===== src/rtl/dlx_pipe_pkg.sv =====
// Shared types and stage indices for the DLX in-order pipeline control slice.
package dlx_pipe_pkg;

  typedef enum logic [0:0] {
    MC_IDLE,
    MC_BUSY
  } mc_state_t;

  localparam int unsigned IF_S  = 0;
  localparam int unsigned ID_S  = 1;
  localparam int unsigned EX_S  = 2;
  localparam int unsigned MEM_S = 3;
  localparam int unsigned WB_S  = 4;

endpackage


===== src/rtl/pipe_hazard_ctrl_if.sv =====
// Pipeline <-> hazard controller signal bundle; master is the datapath, slave the controller.
interface pipe_hazard_ctrl_if #(
  parameter int unsigned NUM_STAGES = 5,
  parameter int unsigned CNT_W      = 16
);

  logic                  fetch_valid;
  logic                  ld_use_hazard;
  logic                  ex_multicycle;
  logic                  ex_redirect;
  logic                  pc_hold;
  logic [NUM_STAGES-2:0] stage_hold;
  logic [NUM_STAGES-2:0] stage_bubble;
  logic [NUM_STAGES-2:0] stage_valid;
  logic                  mul_busy;
  logic                  mul_done;
  logic                  retire;
  logic [CNT_W-1:0]      stall_cycles;

  modport master (
    output fetch_valid, ld_use_hazard, ex_multicycle, ex_redirect,
    input  pc_hold, stage_hold, stage_bubble, stage_valid, mul_busy, mul_done, retire,
           stall_cycles
  );

  modport slave (
    input  fetch_valid, ld_use_hazard, ex_multicycle, ex_redirect,
    output pc_hold, stage_hold, stage_bubble, stage_valid, mul_busy, mul_done, retire,
           stall_cycles
  );

endinterface


===== src/rtl/pipe_mc_tracker.sv =====
// Multicycle EX occupancy tracker: busy for MUL_LATENCY-1 cycles, then a one-cycle done pulse.
module pipe_mc_tracker
  import dlx_pipe_pkg::*;
#(
  parameter int unsigned MUL_LATENCY = 4
) (
  input  logic clock,
  input  logic reset,
  input  logic ex_mc,
  output logic mul_busy,
  output logic mul_done
);

  localparam int unsigned CntW    = (MUL_LATENCY > 1) ? $clog2(MUL_LATENCY) : 1;
  localparam logic [CntW-1:0] LastCnt = CntW'(MUL_LATENCY - 1);
  localparam bit Multi = (MUL_LATENCY > 1);

  mc_state_t       state_q, state_d;
  logic [CntW-1:0] cnt_q, cnt_d;

  always_ff @(posedge clock) begin
    if (reset) begin
      state_q <= MC_IDLE;
      cnt_q   <= '0;
    end else begin
      state_q <= state_d;
      cnt_q   <= cnt_d;
    end
  end

  always_comb begin
    state_d = state_q;
    cnt_d   = cnt_q;
    unique case (state_q)
      MC_IDLE: begin
        if (ex_mc && Multi) begin
          state_d = MC_BUSY;
          cnt_d   = CntW'(1);
        end
      end
      MC_BUSY: begin
        if (cnt_q == LastCnt) begin
          state_d = MC_IDLE;
          cnt_d   = '0;
        end else begin
          cnt_d = cnt_q + CntW'(1);
        end
      end
    endcase
  end

  // Single-cycle ops report done in their only EX cycle and never stall.
  always_comb begin
    mul_busy = 1'b0;
    mul_done = 1'b0;
    if (!reset) begin
      unique case (state_q)
        MC_IDLE: begin
          if (ex_mc) begin
            if (Multi) mul_busy = 1'b1;
            else       mul_done = 1'b1;
          end
        end
        MC_BUSY: begin
          if (cnt_q == LastCnt) mul_done = 1'b1;
          else                  mul_busy = 1'b1;
        end
      endcase
    end
  end

`ifndef SYNTHESIS
  localparam logic [CntW:0] MaxRun = (CntW + 1)'(MUL_LATENCY - 1);
  logic [CntW:0] busy_run_q;

  always_ff @(posedge clock) begin
    if (reset || !mul_busy) busy_run_q <= '0;
    else                    busy_run_q <= busy_run_q + (CntW + 1)'(1);
  end

  a_busy_bounded: assert property (@(posedge clock) disable iff (reset)
    mul_busy |-> (busy_run_q < MaxRun));
`endif

endmodule


===== src/rtl/pipe_hazard_ctrl.sv =====
// Stall/flush/valid controller: per-pipe-register hold and bubble strobes, PC hold,
// valid tracking, retirement and a saturating stall-cycle counter.
module pipe_hazard_ctrl
  import dlx_pipe_pkg::*;
#(
  parameter int unsigned NUM_STAGES  = WB_S + 1,
  parameter int unsigned EX_STAGE    = EX_S,
  parameter int unsigned MUL_LATENCY = 4,
  parameter int unsigned CNT_W       = 16
) (
  input logic clock,
  input logic reset,
  pipe_hazard_ctrl_if.slave bus
);

  localparam int unsigned NR = NUM_STAGES - 1;
  localparam logic [NR-1:0] OneReg    = NR'(1);
  localparam logic [NR-1:0] ExReg     = OneReg << EX_STAGE;
  localparam logic [NR-1:0] FrontRegs = ExReg - OneReg;
  localparam logic [NR-1:0] IdExReg   = OneReg << (EX_STAGE - 1);
  localparam logic [NR-1:0] PreIdRegs = IdExReg - OneReg;

  logic [NR-1:0]    valid_q, valid_d, shifted;
  logic [NR-1:0]    hold, bubble;
  logic             pc_hold;
  logic [CNT_W-1:0] stall_q, stall_d;
  logic             mc_req, redir, ld_use;
  logic             mul_busy, mul_done;

  assign mc_req = bus.ex_multicycle & valid_q[EX_STAGE-1];
  assign redir  = bus.ex_redirect & valid_q[EX_STAGE-1];
  assign ld_use = bus.ld_use_hazard & valid_q[0];

  pipe_mc_tracker #(
    .MUL_LATENCY(MUL_LATENCY)
  ) u_mc_tracker (
    .clock   (clock),
    .reset   (reset),
    .ex_mc   (mc_req),
    .mul_busy(mul_busy),
    .mul_done(mul_done)
  );

  // Multicycle stall freezes only the front end; registers past EX keep draining.
  always_comb begin
    pc_hold = 1'b0;
    hold    = '0;
    bubble  = '0;
    if (reset) begin
      bubble = '1;
    end else if (mul_busy) begin
      pc_hold = 1'b1;
      hold    = FrontRegs;
      bubble  = ExReg;
    end else if (redir) begin
      bubble = FrontRegs;
    end else if (ld_use) begin
      pc_hold = 1'b1;
      hold    = PreIdRegs;
      bubble  = IdExReg;
    end
  end

  always_comb begin
    shifted = {valid_q[NR-2:0], bus.fetch_valid};
    valid_d = ~bubble & ((hold & valid_q) | (~hold & shifted));
  end

  always_comb begin
    stall_d = stall_q;
    if (pc_hold && (stall_q != '1)) stall_d = stall_q + CNT_W'(1);
  end

  always_ff @(posedge clock) begin
    if (reset) begin
      valid_q <= '0;
      stall_q <= '0;
    end else begin
      valid_q <= valid_d;
      stall_q <= stall_d;
    end
  end

  assign bus.pc_hold      = pc_hold;
  assign bus.stage_hold   = hold;
  assign bus.stage_bubble = bubble;
  assign bus.stage_valid  = valid_q;
  assign bus.mul_busy     = mul_busy;
  assign bus.mul_done     = mul_done;
  assign bus.retire       = valid_q[NR-1];
  assign bus.stall_cycles = stall_q;

`ifndef SYNTHESIS
  a_hold_bubble_excl: assert property (@(posedge clock) (hold & bubble) == '0);
  a_no_redirect_mc: assert property (@(posedge clock) disable iff (reset)
    !(redir && mc_req));
`endif

endmodule


===== src/flat_wrapper.sv =====
// flat-port wrapper written by rule: the top's interface ports become plain ports
module pipe_hazard_ctrl_flat import dlx_pipe_pkg::*;
#(
  parameter int unsigned NUM_STAGES  = WB_S + 1,
  parameter int unsigned EX_STAGE    = EX_S,
  parameter int unsigned MUL_LATENCY = 4,
  parameter int unsigned CNT_W       = 16
)
  (clock, reset, bus_fetch_valid, bus_ld_use_hazard, bus_ex_multicycle, bus_ex_redirect, bus_pc_hold, bus_stage_hold, bus_stage_bubble, bus_stage_valid, bus_mul_busy, bus_mul_done, bus_retire, bus_stall_cycles);
  pipe_hazard_ctrl_if #(.NUM_STAGES(NUM_STAGES), .CNT_W(CNT_W)) bus_i ();
  input logic clock;
  input logic reset;
  input wire logic [$bits(bus_i.fetch_valid)-1:0] bus_fetch_valid;
  input wire logic [$bits(bus_i.ld_use_hazard)-1:0] bus_ld_use_hazard;
  input wire logic [$bits(bus_i.ex_multicycle)-1:0] bus_ex_multicycle;
  input wire logic [$bits(bus_i.ex_redirect)-1:0] bus_ex_redirect;
  output wire logic [$bits(bus_i.pc_hold)-1:0] bus_pc_hold;
  output wire logic [$bits(bus_i.stage_hold)-1:0] bus_stage_hold;
  output wire logic [$bits(bus_i.stage_bubble)-1:0] bus_stage_bubble;
  output wire logic [$bits(bus_i.stage_valid)-1:0] bus_stage_valid;
  output wire logic [$bits(bus_i.mul_busy)-1:0] bus_mul_busy;
  output wire logic [$bits(bus_i.mul_done)-1:0] bus_mul_done;
  output wire logic [$bits(bus_i.retire)-1:0] bus_retire;
  output wire logic [$bits(bus_i.stall_cycles)-1:0] bus_stall_cycles;
  assign bus_i.fetch_valid = bus_fetch_valid;
  assign bus_i.ld_use_hazard = bus_ld_use_hazard;
  assign bus_i.ex_multicycle = bus_ex_multicycle;
  assign bus_i.ex_redirect = bus_ex_redirect;
  assign bus_pc_hold = bus_i.pc_hold;
  assign bus_stage_hold = bus_i.stage_hold;
  assign bus_stage_bubble = bus_i.stage_bubble;
  assign bus_stage_valid = bus_i.stage_valid;
  assign bus_mul_busy = bus_i.mul_busy;
  assign bus_mul_done = bus_i.mul_done;
  assign bus_retire = bus_i.retire;
  assign bus_stall_cycles = bus_i.stall_cycles;
  pipe_hazard_ctrl #(.NUM_STAGES(NUM_STAGES), .EX_STAGE(EX_STAGE), .MUL_LATENCY(MUL_LATENCY), .CNT_W(CNT_W)) u_core (.clock(clock), .reset(reset), .bus(bus_i));
endmodule

===== config.mk =====
export PLATFORM = sky130hd
export DESIGN_NAME = pipe_hazard_ctrl_flat
export DESIGN_NICKNAME = d
export VERILOG_FILES = /design/src/rtl/dlx_pipe_pkg.sv /design/src/rtl/pipe_hazard_ctrl_if.sv /design/src/rtl/pipe_mc_tracker.sv /design/src/rtl/pipe_hazard_ctrl.sv /design/src/flat_wrapper.sv
export SDC_FILE = /design/constraint.sdc
export NUM_CORES = 1
export LEC_CHECK = 0
export BUFFER_PORTS_ARGS = -buffer_cell sky130_fd_sc_hd__buf_4
export CAP_MARGIN = 20
export CELL_PAD_IN_SITES_DETAIL_PLACEMENT = 1
export CELL_PAD_IN_SITES_GLOBAL_PLACEMENT = 1
export CORE_MARGIN = 2
export CORE_UTILIZATION = 41
export CTS_BUF_LIST = sky130_fd_sc_hd__clkbuf_2
export DETAILED_ROUTE_END_ITERATION = 16
export PLACE_DENSITY_LB_ADDON = 0.1
export REMOVE_ABC_BUFFERS = 1
export SETUP_SLACK_MARGIN = 0.4
export SKIP_LAST_GASP = 1
export SYNTH_ARGS = -nofsm -noshare
export SYNTH_HDL_FRONTEND = slang
export SYNTH_SLANG_ARGS = --single-unit

===== constraint.sdc =====
create_clock -name clock -period 3.45 [get_ports clock]
set_input_delay 0.5175 -clock clock [delete_from_list [all_inputs] [get_ports clock]]
set_output_delay 0.5175 -clock clock [all_outputs]
set_load 0.01 [all_outputs]

==> results of run 1 <==
[state kept, by name (all words and copies together) (netlist names)]
signal                       flops
u_core.bus.stage_valid           4
u_core.u_mc_tracker.state_q      1
u_core.bus.stall_cycles         16
u_core.u_mc_tracker.cnt_q        2
[cell usage in the layout, fill, tap and decap left out, types with 4 or more instances in the layout]
cell	instances
sky130_fd_sc_hd__buf_4	36
sky130_fd_sc_hd__dfxtp_1	23
sky130_fd_sc_hd__nand2_1	17
sky130_fd_sc_hd__nor2_1	16
sky130_fd_sc_hd__xnor2_1	7
sky130_fd_sc_hd__nand4_1	6
sky130_fd_sc_hd__a21oi_1	5
sky130_fd_sc_hd__mux2i_1	5
sky130_fd_sc_hd__o21ai_0	4
sky130_fd_sc_hd__nand3_1	4
[kinds of logic (layout without fill, tap and decap cells)]
group                      Yosys count  in the layout  share of synthesized area
AOI/OAI and AO/OA                   16             16                     0.0889
xor gates and xnor gates             7              7                     0.0513
adders and majority gates            2              2                     0.0209
buffers and inverters               12             42                     0.0596
DFF                                 23             23                      0.385
muxes                                6              6                     0.0513
other                                1              2                    0.00314
and+or+nand+nor                     68             68                      0.340
[area by class of cell]
cell class | count | share of cell area
Inverter | 2 | 0.00512
Sequential cell | 23 | 0.314
Tap cell | 31 | 0.0265
Multi-Input combinational cell | 101 | 0.456
Timing Repair Buffer | 36 | 0.184
Clock inverter | 1 | 0.00342
Clock buffer | 3 | 0.0102
[worst max-delay path, stage by stage, from the launching register on]
cell and delay (ps):
sky130_fd_sc_hd__dfxtp_1 530, sky130_fd_sc_hd__nand2_1 150, sky130_fd_sc_hd__a311oi_2 280, sky130_fd_sc_hd__buf_4 240, sky130_fd_sc_hd__nor2_1 90, sky130_fd_sc_hd__buf_4 160
[cell usage after synthesis (all sizes together)]
| cell | instances | area, um^2 |
|---|---|---|
| and2 | 2 | 12.5 |
| a211oi | 2 | 15.0 |
| o21ai | 4 | 20.0 |
| and3 | 3 | 18.8 |
| nor4 | 6 | 80.1 |
| xnor2 | 7 | 61.3 |
| dfxtp | 23 | 460 |
| nand2 | 17 | 63.8 |
| nor2b | 3 | 18.8 |
| conb | 1 | 3.75 |
| and3b | 1 | 8.76 |
| o211ai | 2 | 15.0 |
| and4 | 2 | 18.8 |
| ha | 2 | 25.0 |
| inv | 2 | 7.51 |
| a22oi | 1 | 7.51 |
| a311oi | 1 | 15.0 |
| nand3b | 1 | 7.51 |
| nand4 | 7 | 50.1 |
| or2 | 1 | 6.26 |
| clkbuf | 4 | 15.0 |
| buf | 6 | 48.8 |
| a31o | 1 | 8.76 |
| a21oi | 5 | 25.0 |
| nor2 | 16 | 60.1 |
| or4b | 1 | 13.8 |
| mux2 | 1 | 11.3 |
| mux2i | 5 | 50.1 |
| nor3 | 2 | 15.0 |
| or3 | 2 | 12.5 |
| nand3 | 4 | 20.0 |
[worst min path at each step]
| stage | startpoint | endpoint | depth (start not counted) |
|---|---|---|---|
| global placement | u_core.bus.stage_valid[2] | u_core.bus.stage_valid[3] | 1 |
| floorplan | u_core.u_mc_tracker.cnt_q[0] | u_core.u_mc_tracker.cnt_q[0] | 1 |
| CTS | bus_fetch_valid | u_core.bus.stage_valid[0] | 3 |
| finish | bus_fetch_valid | u_core.bus.stage_valid[0] | 3 |
| global route | bus_fetch_valid | u_core.bus.stage_valid[0] | 3 |
| detailed placement | u_core.bus.stage_valid[2] | u_core.bus.stage_valid[3] | 1 |
[per-layer routing]
metal  up-vias  track usage  part of all wire
met2        28        0.305              0.48
met1       533        0.224              0.46
met4         0       0.0698             0.017
met3         5       0.0268             0.043
met5         -            0                 0
li1        532            -                 -
[power groups by stage]
stage | logic [uW] | clock network, uW | registers, uW
after floorplan | 19.3 | 0 | 279
after global placement | 45.5 | 0 | 279
final | 46.0 | 116 | 274
after CTS | 46.7 | 120 | 274
after detailed placement | 46.5 | 0 | 279
after global routing | 51.0 | 128 | 275
[stage by stage]
| step | power (uW) | instance area (um^2) | instances | hold WS (ps) |
|---|---|---|---|---|
| floorplan | 299 | 1140 | 126 | 439 |
| global route | 454 | 1470 | 197 | 378 |
| detailed placement | 325 | 1450 | 193 | 460 |
| global placement | 324 | 1450 | 193 | 445 |
| CTS | 441 | 1470 | 197 | 387 |
| finish | 436 | 1470 | 197 | 392 |
==> flow_summary.json, run 1 <==
{
  "outcome": "complete, no violations",
  "die_height_um": 58.0,
  "clock_power_share": 0.265,
  "holdBufCountCts": 0,
  "synth.distinct_cells": 37,
  "hpwl_mm": 2.06,
  "multi_input_gate_area_um2": 668,
  "die_width_um": 58.0,
  "cts_inserted_buffers": 3,
  "vdd.ir_drop.worst_uv": 184,
  "reg2reg_depth": 6,
  "syn-cell-area_um2": 1200,
  "placement.setup.worst_slack_ps": 1390,
  "vias_in_the_first_global_route": 1020,
  "clock-sinks": 23,
  "finish.net_count": 175,
  "cts_tree": "yes",
  "worstSetupStartpoint": "u_core.bus.stage_valid[1]",
  "grtUsageTotal": 0.178,
  "std_cell_rows": 19,
  "first_iter_violations": 23,
  "postCtsSetupBuffers": 0,
  "sequential_share_of_the_synthesized_area": 0.385,
  "seq_cells_post_synth": 23,
  "cell_internal_pwr_uw": 316,
  "worst_setup_path_start_kind": "flip-flop",
  "totalWireLength_mm": 2.77,
  "vias_per_cell": 5.57,
  "timing.hold.worst.class": "primary input to flip-flop",
  "critical_path.endpoint": "bus_pc_hold",
  "worst_setup_hold_path_clk_slew_ps": 230,
  "drv.max_cap_violation_count": 0,
  "postLayoutSetupSlackWorst_ps": 1120,
  "layout-area-overhead-vs-synth_pct": 22.5,
  "cts.htree.levels": 1,
  "timing.final.setup_violations": 0,
  "die_area_um2": 3370,
  "num-fill-cells": 347,
  "ratio_of_cells_with_drive_above_1_in_the_final_layout": 0.313,
  "cts_repair_resize_count": 0,
  "maxClockFrequency_ghz": 0.429,
  "path_class": "flip-flop to output port",
  "critPathCaptureType": "output port",
  "drc_errors": 0,
  "largest_buffer_count_on_any_clock_path": 2,
  "slew_viol_final": 0,
  "r2r_setup_slack_ps": 1460,
  "grt_ovf": 0,
  "global_route_wire_length_before_repair_mm": 4.64,
  "detail-route-antenna-nets": 0,
  "synthCells": 135,
  "final_util": 0.531,
  "fin_setup_tns_ps": 0,
  "critical_path.reg2reg.startpoint": "u_core.bus.stall_cycles[0]",
  "initial_utilization": 0.434,
  "total_leakage_power_uw": 0.000652,
  "avg_inst_size_synth_um2": 8.86,
  "clk-insertion-delay-late_ps": 360,
  "combinational_share_of_power": 0.106,
  "final.min_clock_period_ps": 2330,
  "fp.coreArea_um2": 2760,
  "timing.critical_path.required_ps": 2930,
  "io_buffers": 35,
  "path_max_fanout": 12,
  "grt_antenna_before_repair": 0,
  "drt_pass1_iterations": 4,
  "routed-via-count": 1098,
  "layout.area.seq_um2": 460,
  "yosysWarnings": 0,
  "power.share.sequential": 0.629,
  "clk_root_buffer_cell": "sky130_fd_sc_hd__clkbuf_2",
  "sw_frac_of_total": 0.275,
  "place.gp.congestion": 0.714,
  "netSwitchingPower_uw": 120,
  "cellPowerDensity_nw_per_um2": 297,
  "wl_per_cell_um": 14.1,
  "skew_final_ps": 11.6,
  "rr_endpoint": "u_core.bus.stall_cycles[13]",
  "antenna_fix_cells": 0,
  "finalHoldViolations": 0,
  "num_io_pins": 38,
  "setup_repair_after_global_routing_missed_its_margin": "no",
  "fin_crit_sh": 0.676,
  "critPathArrivalTime_ps": 1820,
  "grt_max_degree": 28
}
(Power assumes the default switching activity.)
==> run 2, diff against run 1 <==
- CORE_UTILIZATION: 41 -> 38
- clock period: 3.45 -> 2.3 ns (I/O delays scaled with it)
==> run 2 against run 1 <==
Sequential power rose by 49%. Setup slack worse by 660 ps. Critical path depth shrank 1. Total power rose by 53%. Register-to-register slack lost 980 ps. First-iteration DRC count is 48% higher. Via count rose by 3.0%. Clock-buffer cell count rose by 1. Final cell count up 12%. Largest cell class unchanged. Largest power group unchanged. Highest routed layer unchanged.
==> flow_summary.json, run 2 (synthesis gave the netlist of run 1 again) <==
{
  "die_width_um": 60.1,
  "io_buffers": 35,
  "worst_setup_hold_path_clk_slew_ps": 220,
  "timing.critical_path.required_ps": 1960,
  "finalHoldViolations": 0,
  "largest_buffer_count_on_any_clock_path": 2,
  "num_io_pins": 38,
  "timing.final.setup_violations": 0,
  "global_route_wire_length_before_repair_mm": 5.09,
  "reg2reg_depth": 5,
  "met2_usage": 0.312,
  "first_iter_violations": 34,
  "grt_max_degree": 28,
  "std_cell_rows": 20,
  "layout-area-overhead-vs-synth_pct": 40.5,
  "clock_power_share": 0.248,
  "grtUsageTotal": 0.188,
  "detail-route-antenna-nets": 0,
  "fp.coreArea_um2": 3030,
  "routed-via-count": 1131,
  "drc_errors": 0,
  "clk-insertion-delay-late_ps": 320,
  "cellPowerDensity_nw_per_um2": 397,
  "antenna_fix_cells": 0,
  "hpwl_mm": 2.13,
  "fin_crit_sh": 0.801,
  "fin_setup_tns_ps": 0,
  "cp_slowest_cell": "sky130_fd_sc_hd__dfxtp_4",
  "max_stage_delay_ps": 400,
  "globalRouteMet1Util": 0.240,
  "cts_tree": "yes",
  "grt_antenna_before_repair": 0,
  "path_class": "flip-flop to output port",
  "die_height_um": 60.1,
  "setup_repair_after_global_routing_missed_its_margin": "yes",
  "most_frequent_standard_cell_in_the_layout_excluding_fill_and_tap_cells": "sky130_fd_sc_hd__buf_4",
  "finish.net_count": 185,
  "cell_class_contributing_the_biggest_share_of_worst_path_delay": "simple AND/OR/NAND/NOR gates",
  "place_area_um2": 1460,
  "timing.hold.worst.class": "primary input to flip-flop",
  "postLayoutSetupSlackWorst_ps": 457,
  "cts_inserted_buffers": 3,
  "cell_internal_pwr_uw": 491,
  "worst_hold_slack_across_all_endpoints_ps": 251,
  "outcome": "complete, no violations",
  "power.share.sequential": 0.611,
  "ratio_of_cells_with_drive_above_1_in_the_final_layout": 0.455,
  "place.gp.congestion": 0.750,
  "holdBufCountCts": 0,
  "slew_viol_final": 0,
  "netSwitchingPower_uw": 175,
  "wl_per_cell_um": 14.0,
  "critPathArrivalTime_ps": 1500,
  "combinational_share_of_power": 0.140,
  "critical_path.n_buffers_inverters": 1,
  "most-common-layout-cells": "42 x sky130_fd_sc_hd__buf_4, 17 x sky130_fd_sc_hd__nand2_1, 15 x sky130_fd_sc_hd__nor2_1",
  "grt-busiest-layer": "met2",
  "design_area_um2": 1680,
  "vdd.ir_drop.worst_uv": 164,
  "grt_ovf": 0,
  "worst_setup_path_start_kind": "flip-flop",
  "placement.setup.worst_slack_ps": 290,
  "cts.htree.levels": 1,
  "vias_in_the_first_global_route": 1101,
  "drt_pass1_iterations": 3,
  "sw_frac_of_total": 0.263,
  "crit_cells": 4,
  "final.min_clock_period_ps": 1840,
  "clk_root_buffer_cell": "sky130_fd_sc_hd__clkbuf_2",
  "path_max_fanout": 5,
  "drv.max_cap_violation_count": 0,
  "totalPowerFinal_uw": 666,
  "clock-sinks": 23,
  "global_route.usage.met3": 0.0325,
  "initial_utilization": 0.395,
  "critPathCaptureType": "output port",
  "total_leakage_power_uw": 0.000723,
  "skew_final_ps": 12.3,
  "totalWireLength_mm": 3.08,
  "largest_register_ff_count": 16,
  "hold_depth": 3,
  "maxClockFrequency_ghz": 0.543,
  "cell_by_cell_listing_of_the_critical_path": "and3b_2, or2_4, and2_4, buf_6",
  "vias_per_cell": 5.14,
  "die_area_um2": 3610
}
run 2: path summary, 6_finish.rpt:
| path | endpoint | from | slack, ps |
|---|---|---|---|
| worst max-delay path | bus_mul_busy | u_core.u_mc_tracker.state_q | 460 |
| worst min-delay path | u_core.bus.stage_valid[0] | bus_fetch_valid | 250 |
| worst max register to register | u_core.bus.stall_cycles[12] | u_core.bus.stall_cycles[1] | 480 |
| worst min register to register | u_core.bus.stage_valid[3] | u_core.bus.stage_valid[2] | 480 |
run 2: power by group through the flow:
stage	clock network, uW	registers (uW)	logic [uW]
final	166	408	93.4
after global routing	195	409	102
after CTS	178	408	82.3
after detailed placement	0	418	70.3
after global placement	0	418	69.1
after floorplan	0	419	28.9
run 2: per-layer routing:
metal | routed length (um) | up-vias
li1 | - | 554
met1 | 1390 | 551
met2 | 1530 | 24
met3 | 131 | 2
met4 | 29 | 0
met5 | 0 | -
run 2: metrics by stage:
step | instances | utilization
5_1_grt | 220 | 0.555
2_1_floorplan | 126 | -
3_3_place_gp | 206 | 0.483
6_report | 220 | 0.555
4_1_cts | 216 | 0.518
3_5_place_dp | 206 | 0.483
run 2: area by class of cell:
class / instances / area, um^2
clock buffer: 4 / 20.0
inverter: 2 / 7.51
tap: 44 / 55.1
timing repair buffer: 46 / 360
multi-input combinational: 101 / 756
fill: 363 / 1350
sequential: 23 / 482
run 2: worst register-to-register path: stages (launching register included):
cell and delay (ps):
sky130_fd_sc_hd__dfxtp_4 420, sky130_fd_sc_hd__ha_4 150, sky130_fd_sc_hd__nand4_2 140, sky130_fd_sc_hd__or4b_4 610
sky130_fd_sc_hd__or3_1 330, sky130_fd_sc_hd__a21oi_1 140
run 2: timing repair:
item / 4_1_cts / 5_1_grt
endpoints found under the setup margin: 15 / 13
hold endpoints to repair: 0 / 0
pin swaps: 5 / 5
setup buffers: 6 / 4
resized for setup: 18 / 18
==> run 3, diff against run 2 <==
- clock period: 2.3 -> 1.75 ns (I/O delays scaled with it)
==> run 3 against run 2 <==
The run now ends with negative setup slack left. First-iteration DRC count increased by 32%. Cell area up 15%. Routed wire length rose by 43%. Critical path type is now flip-flop to flip-flop. Sequential power rose by 31%. Clock skew increased by 5.5 ps. Via count up 16%. Sequential share of layout area shrank 3.9 points. Highest routed layer unchanged. Worst hold slack lost 47 ps. Clock power up 36%. Clock-buffer cell count is 1 lower.
==> flow_summary.json, run 3 (synthesis gave the netlist of run 1 again) <==
{
  "worstMarginPinSlew_ps": 524,
  "routed-via-count": 1309,
  "drt_pass1_iterations": 4,
  "hold_path.startpoint": "bus_fetch_valid",
  "power.share.sequential": 0.587,
  "cell_by_cell_listing_of_the_critical_path": "buf_6, buf_6, and4_4, buf_4, buf_6, nand4_1, nor4_1, xnor2_1, nor2_1",
  "die_area_um2": 3610,
  "max_stage_delay_ps": 420,
  "initial_utilization": 0.395,
  "critPathMostFrequentCell": "sky130_fd_sc_hd__buf_6",
  "hold_depth": 3,
  "slew_viol_final": 0,
  "postLayoutSetupSlackWorst_ps": -113,
  "timing.final.setup_violations": 13,
  "timing.hold.worst.class": "primary input to flip-flop",
  "die_width_um": 60.1,
  "wl_per_cell_um": 17.9,
  "setup_repair_after_global_routing_missed_its_margin": "yes",
  "critPathArrivalTime_ps": 2130,
  "max_slew_margin": 0.650,
  "path_class": "flip-flop to flip-flop",
  "worst_setup_hold_path_clk_slew_ps": 250,
  "crit_cells": 9,
  "layout-area-overhead-vs-synth_pct": 62.0,
  "std_cell_rows": 20,
  "grt_max_degree": 28,
  "skew_final_ps": 17.8,
  "vias_in_the_first_global_route": 1274,
  "cellPowerDensity_nw_per_um2": 470,
  "detail-route-antenna-nets": 0,
  "vdd.ir_drop.worst_uv": 246,
  "io_buffers": 35,
  "outcome": "complete, but fails checks",
  "largest_register_ff_count": 16,
  "sw_frac_of_total": 0.283,
  "rr_endpoint": "u_core.bus.stall_cycles[9]",
  "fin_setup_tns_ps": -555,
  "r2r_setup_slack_ps": -110,
  "fp.coreArea_um2": 3030,
  "failed_checks": "negative setup slack",
  "clk-insertion-delay-late_ps": 340,
  "num-fill-cells": 350,
  "largest_buffer_count_on_any_clock_path": 2,
  "place.gp.congestion": 0.770,
  "ratio_of_cells_with_drive_above_1_in_the_final_layout": 0.550,
  "end_of_the_worst_hold_path": "u_core.bus.stage_valid[0]",
  "holdBufCountCts": 0,
  "hpwl_mm": 2.56,
  "total_leakage_power_uw": 0.000874,
  "totalWireLength_mm": 4.41,
  "timing.critical_path.required_ps": 2020,
  "clk_root_buffer_cell": "sky130_fd_sc_hd__clkbuf_2",
  "drc_errors": 0,
  "reg2reg_depth": 9,
  "grt_ovf": 0,
  "path_max_fanout": 4,
  "finalHoldViolations": 0,
  "finish.net_count": 211,
  "vias_per_cell": 5.32,
  "fin_crit_sh": 1.06,
  "cts_tree": "yes",
  "worst_hold_slack_across_all_endpoints_ps": 204,
  "cell_internal_pwr_uw": 654,
  "clock_power_share": 0.246,
  "critical_path.reg2reg.startpoint": "u_core.bus.stall_cycles[0]",
  "maxClockFrequency_ghz": 0.537,
  "most-common-layout-cells": "57 x sky130_fd_sc_hd__buf_4, 16 x sky130_fd_sc_hd__nand2_1, 15 x sky130_fd_sc_hd__nor2_1, 15 x sky130_fd_sc_hd__buf_6, 14 x sky130_fd_sc_hd__dfxtp_1",
  "worst_setup_path_start_kind": "flip-flop",
  "cts.htree.levels": 1,
  "grtUsageTotal": 0.229,
  "cp_slowest_cell": "sky130_fd_sc_hd__dfxtp_2",
  "grt_antenna_before_repair": 0,
  "netSwitchingPower_uw": 258,
  "cell_class_contributing_the_biggest_share_of_worst_path_delay": "simple AND/OR/NAND/NOR gates",
  "cts_inserted_buffers": 3,
  "most_frequent_standard_cell_in_the_layout_excluding_fill_and_tap_cells": "sky130_fd_sc_hd__buf_4",
  "clock-sinks": 23,
  "num_io_pins": 38,
  "critPathCaptureType": "flip-flop",
  "die_height_um": 60.1,
  "critical_path.n_buffers_inverters": 4,
  "first_iter_violations": 45,
  "antenna_fix_cells": 0,
  "final.min_clock_period_ps": 1860,
  "drv.max_cap_violation_count": 0,
  "combinational_share_of_power": 0.167,
  "global_route_wire_length_before_repair_mm": 6.13
}
-- run 3: cell count changes in the layout (fill, tap and decap cells not counted), sizes merged --
cell | before | now
clkbuf | 4 | 3
clkinv | 0 | 1
buf | 46 | 72
-- run 3: through the flow --
stage | cell area [um^2] | cells | util | setup slack [ps] | power (uW)
after global placement | 1610 | 226 | 0.532 | 6.17 | 648
after CTS | 1820 | 239 | 0.602 | -55.6 | 898
after floorplan | 1140 | 126 | - | -222 | 589
after detailed placement | 1610 | 226 | 0.532 | -77.4 | 652
after global routing | 1940 | 246 | 0.640 | -192 | 958
final | 1940 | 246 | 0.640 | -113 | 912
-- run 3: layout make-up --
class / instances / area (um^2) / area share
Multi-Input combinational cell: 101 / 779 / 0.402
Clock inverter: 1 / 5.00 / 0.00258
Tap cell: 44 / 55.1 / 0.0284
Timing Repair Buffer: 72 / 597 / 0.308
Inverter: 2 / 7.51 / 0.00387
Sequential cell: 23 / 479 / 0.247
Clock buffer: 3 / 15.0 / 0.00775
-- run 3: timing repair --
action / 4_1_cts / 5_1_grt
pin swaps: 8 / 9
gates resized for setup: 34 / 18
endpoints found under the setup margin: 25 / 31
setup buffers: 9 / 7
-- run 3: worst max-delay path by stage --
stage	start	endpoint
after floorplan	u_core.bus.stage_valid[1]	u_core.bus.stall_cycles[13]
after global placement	u_core.bus.stall_cycles[0]	u_core.bus.stall_cycles[14]
after detailed placement	u_core.u_mc_tracker.cnt_q[0]	u_core.bus.stall_cycles[4]
after CTS	u_core.u_mc_tracker.cnt_q[1]	bus_pc_hold
after global routing	u_core.bus.stall_cycles[0]	u_core.bus.stall_cycles[9]
final	u_core.bus.stall_cycles[0]	u_core.bus.stall_cycles[9]
-- run 3: routing by layer --
layer / part of all wire / GRT usage / vias to the layer above / routed length (um)
met1: 0.45 / 0.275 / 655 / 1980
met2: 0.50 / 0.408 / 38 / 2200
met4: 0.021 / 0.0825 / 0 / 94
met5: 0 / 0 / - / 0
li1: - / - / 608 / -
met3: 0.031 / 0.0346 / 8 / 136
-- run 3: power groups by stage --
stage | Combinational (uW) | Clock (uW) | Sequential [uW]
after floorplan | 38.0 | 0 | 551
after global placement | 101 | 0 | 547
after detailed placement | 105 | 0 | 547
after CTS | 134 | 225 | 539
after global routing | 161 | 260 | 537
final | 152 | 225 | 535
-- run 3: worst reg2reg max path, stage by stage, from the launching register on --
cell and delay [ps]:
sky130_fd_sc_hd__dfxtp_2 420, sky130_fd_sc_hd__buf_6 100, sky130_fd_sc_hd__buf_6 100, sky130_fd_sc_hd__and4_4 220, sky130_fd_sc_hd__buf_4 110, sky130_fd_sc_hd__buf_6 90, sky130_fd_sc_hd__nand4_1 120, sky130_fd_sc_hd__nor4_1 390
sky130_fd_sc_hd__xnor2_1 180, sky130_fd_sc_hd__nor2_1 50
